`config.mk`:
```
export PLATFORM = sky130hd
export DESIGN_NAME = univ_shift_reg
export DESIGN_NICKNAME = d
export VERILOG_FILES = /design/src/rtl/univ_shift_reg.sv
export SDC_FILE = /design/constraint.sdc
export NUM_CORES = 1
export LEC_CHECK = 0
export BUFFER_PORTS_ARGS = -buffer_cell sky130_fd_sc_hd__clkbuf_2
export CORE_AREA = 2 2 39 41
export CTS_BUF_LIST = sky130_fd_sc_hd__clkbuf_8 sky130_fd_sc_hd__clkbuf_16
export DETAILED_ROUTE_END_ITERATION = 16
export DIE_AREA = 0 0 41 43
export PLACE_DENSITY = 0.61
export RECOVER_POWER = 100
export SYNTH_ARGS = -nofsm -noshare
export SYNTH_HDL_FRONTEND = slang
export SYNTH_SLANG_ARGS = --single-unit
export TNS_END_PERCENT = 30
```
`constraint.sdc`:
```
create_clock -name clk -period 2.6 [get_ports clk]
set_input_delay 0.52 -clock clk [delete_from_list [all_inputs] [get_ports clk]]
set_output_delay 0.52 -clock clk [all_outputs]
set_load 0.01 [all_outputs]
```
`src/rtl/univ_shift_reg.sv`:
```
// univ_shift_reg: universal shift register with hold, right/left shift and parallel load,
// plus a saturating count of shifts since the last load or reset.
module univ_shift_reg #(
    parameter int WIDTH = 4,
    localparam int CW = $clog2(WIDTH + 1)
) (
    input  logic             clk,
    input  logic             rst,
    input  logic             en,
    input  logic [1:0]       mode,
    input  logic             sin_r,
    input  logic             sin_l,
    input  logic [WIDTH-1:0] pdata,
    output logic [WIDTH-1:0] q,
    output logic             sout_r,
    output logic             sout_l,
    output logic [CW-1:0]    cnt,
    output logic             done
);
    logic [WIDTH-1:0] q_q, q_d;
    logic [CW-1:0]    cnt_q, cnt_d;
    logic             shift, load, full;
    always_comb begin
        shift = en && (mode == 2'b01 || mode == 2'b10);
        load  = en && mode == 2'b11;
        full  = cnt_q == CW'(WIDTH);
        q_d   = !en ? q_q :
                mode == 2'b01 ? {sin_r, q_q[WIDTH-1:1]} :
                mode == 2'b10 ? {q_q[WIDTH-2:0], sin_l} :
                mode == 2'b11 ? pdata : q_q;
        // shifting past a full frame keeps moving data but the count sticks at WIDTH
        cnt_d = load ? '0 : (shift && !full) ? cnt_q + 1'b1 : cnt_q;
    end
    always_ff @(posedge clk) begin
        if (rst) begin
            q_q   <= '0;
            cnt_q <= '0;
        end else begin
            q_q   <= q_d;
            cnt_q <= cnt_d;
        end
    end
    assign q      = q_q;
    assign cnt    = cnt_q;
    assign sout_r = q_q[0];
    assign sout_l = q_q[WIDTH-1];
    assign done   = full;
endmodule

```
==> flow_metrics.env <==
export IMPL_synthTopCellsByArea="dfxtp_1 (30%), ha_1 (16%), mux2_2 (9.5%)"
export IMPL_nFillCells=147
export IMPL_drv_cap=0
export IMPL_drt_iter0_drc=5
export IMPL_core_area_um2=1380
export IMPL_yosysSeqAreaShare_pct=29.7
export IMPL_hold_buffers=0
export IMPL_whs_path_depth=2
export IMPL_power_density_nw_per_um2=531
export IMPL_clock_sinks=7
export IMPL_setup_tns_ps=0
export IMPL_route_vias_total=453
export IMPL_synth_cell_type_count=17
export IMPL_worstSetupStartpoint="cnt[0]"
export IMPL_postCtsSetupBuffers=0
export IMPL_antenna_found_initial=0
export IMPL_ff2ff_path_depth=5
export IMPL_post_cts_resized=0
export IMPL_period_share_pct=64.9
export IMPL_antennaDiodeCount=0
export IMPL_synth_area_leader_cell="dfxtp_1"
export IMPL_synthFlopType="dfxtp_1"
export IMPL_crit_buf_inv=2
export IMPL_cp_arrival_ps=1170
export IMPL_syn_area_per_cell_um2=8.74
export IMPL_outcome="finished clean"
export IMPL_max_slew_worst_pin_slew_ps=272
export IMPL_root_buffer="clkbuf_8"
export IMPL_global_route_overflow_total=0
export IMPL_drt_total_wl_um=974
export IMPL_syn_to_final_growth_pct=28.9
export IMPL_fin_util_pct=43.9
export IMPL_syn_area_um2=472
export IMPL_end_kind="output pin"
export IMPL_io_pins=21
export IMPL_p_leak_nw=0.261
export IMPL_grt_pass1_vias=376
export IMPL_ant_nets=0
export IMPL_die_h_um=43
export IMPL_hold_violations=0
export IMPL_cts_buffer_depth=2
export IMPL_fin_crit_ps=1690
export IMPL_finalSetupViolCount=0
export IMPL_rows=14
export IMPL_wl_per_cell_um=10.6
export IMPL_synth_common_cells="a21oi_1 (7), dfxtp_1 (7), ha_1 (6)"
export IMPL_slew_viol_final=0
export IMPL_synth_cells=54
export IMPL_max_stage_delay_ps=380
export IMPL_fmaxAchievable_mhz=592
export IMPL_hold_class="reg -> reg"
export IMPL_grt_pass1_wl_mm=1.42
export IMPL_synth_top_cell_area_share_pct=29.7
export IMPL_synth_edf_count=0
export IMPL_synth_seq_cells=7
export IMPL_fin_skew_ps=1.87
export IMPL_grt_usage_pct=12.9
export IMPL_place_gp_congestion=0.660
export IMPL_async_flop_share_pct=0
export IMPL_worstPathCellList="inv_1, ha_1, and2_4, clkbuf_1"
export IMPL_grt_max_degree=9
export IMPL_dp_cells=88
export IMPL_dieArea_um2=1760
export IMPL_clock_latency_ps=230
export IMPL_rsz0062_at_grt="false"
export IMPL_cp_start_kind="register"
export IMPL_critPathRequiredTime_ps=2080
export IMPL_io_buffers=20
export IMPL_htree_levels=1
export IMPL_slew_headroom_pct=81.8
export IMPL_dr_pass1_iters=3
export IMPL_numCtsBuffers=3
export IMPL_hpwl_um=761
export IMPL_max_vdd_ir_drop_uv=187
export IMPL_path_clk_slew_ps=40
export IMPL_final_nets=94
export IMPL_synth_warnings=0
export IMPL_r2r_start="cnt[0]"
export IMPL_crit_cells=4
export IMPL_initial_core_util_pct=34.1
export IMPL_tritoncts="done"
export IMPL_cp_top_family="flip-flops"
export IMPL_drc=0
export IMPL_drive_gt1_share_pct=22.4
export IMPL_syn_num_nets=71
export IMPL_chipWidth_um=41
export IMPL_min_from="q[0]"
export IMPL_crit_fanout=5
export IMPL_slowest_stage="dfxtp_1"
export IMPL_fin_cells=92
export IMPL_viasPerCell=4.92
export IMPL_crit_type="reg -> out"
==> layout by cell type (no fill, tap or decap), drive strengths merged <==
| cell type | count |
|---|---|
| or3b | 1 |
| nor2b | 1 |
| ha | 6 |
| nand2b | 4 |
| a21o | 1 |
| or2b | 1 |
| clkbuf | 23 |
| inv | 6 |
| a21oi | 7 |
| dfxtp | 7 |
| nand2 | 5 |
| mux2 | 4 |
| o31ai | 1 |
| o21ai | 2 |
| and2 | 1 |
| o211ai | 4 |
| or3 | 2 |
==> routing by layer <==
metal / vias up / wire length [um] / track usage (%)
met4: 0 / 38 / 12.0
met1: 198 / 438 / 14.3
met2: 21 / 407 / 17.8
li1: 229 / - / -
met3: 5 / 89 / 4.71
met5: - / 0 / 0
==> final cells by class <==
| type | instances | area, um2 | area share, % |
|---|---|---|---|
| clock buffer | 3 | 41.3 | 6.79 |
| clock inverter | 1 | 3.75 | 0.617 |
| timing repair buffer | 20 | 86.3 | 14.2 |
| inverter | 5 | 18.8 | 3.09 |
| tap | 16 | 20.0 | 3.29 |
| sequential | 7 | 140 | 23.0 |
| multi-input combinational | 40 | 298 | 49.0 |
==> flip-flops by register name, indices dropped and copies added (netlist names) <==
name  flops
cnt       3
q         4
==> final timing paths <==
| path | end | slack [ps] |
|---|---|---|
| max | done | 910 |
| min | q[0] | 480 |
| max reg2reg | cnt[1] | 1220 |
| min reg2reg | q[0] | 480 |
==> where the power goes <==
| group | internal [W] | switching [W] |
|---|---|---|
| Sequential | 0.000114 | 0.00000554 |
| Clock | 0.000102 | 0.0000494 |
| Combinational | 0.0000251 | 0.0000271 |
==> tightest hold or removal path: stages, from the launching register on <==
cell and delay [ps]:
dfxtp_1 320, nand2_1 60, a21oi_1 50
==> per-stage QoR <==
stage / setup slack, ps / instance area [um2] / power (W) / hold WS [ps]
2_1_floorplan: 1130 / 472 / 0.000155 / 486
3_3_place_gp: 938 / 577 / 0.000175 / 472
3_5_place_dp: 930 / 577 / 0.000176 / 482
4_1_cts: 900 / 622 / 0.000329 / 488
5_1_grt: 857 / 608 / 0.000342 / 504
6_report: 912 / 608 / 0.000323 / 480
==> kinds of logic after synthesis <==
| logic type | Yosys count | synth area share (%) |
|---|---|---|
| AO/OA/AOI/OAI | 15 | 19.1 |
| adder cells (fa/ha/maj) | 6 | 15.9 |
| AND/OR/NAND/NOR | 15 | 18.6 |
| buffers and inverters | 7 | 7.16 |
| flip-flops | 7 | 29.7 |
| multiplexers | 4 | 9.55 |
Note: power is estimated with default switching activity, not from simulation.
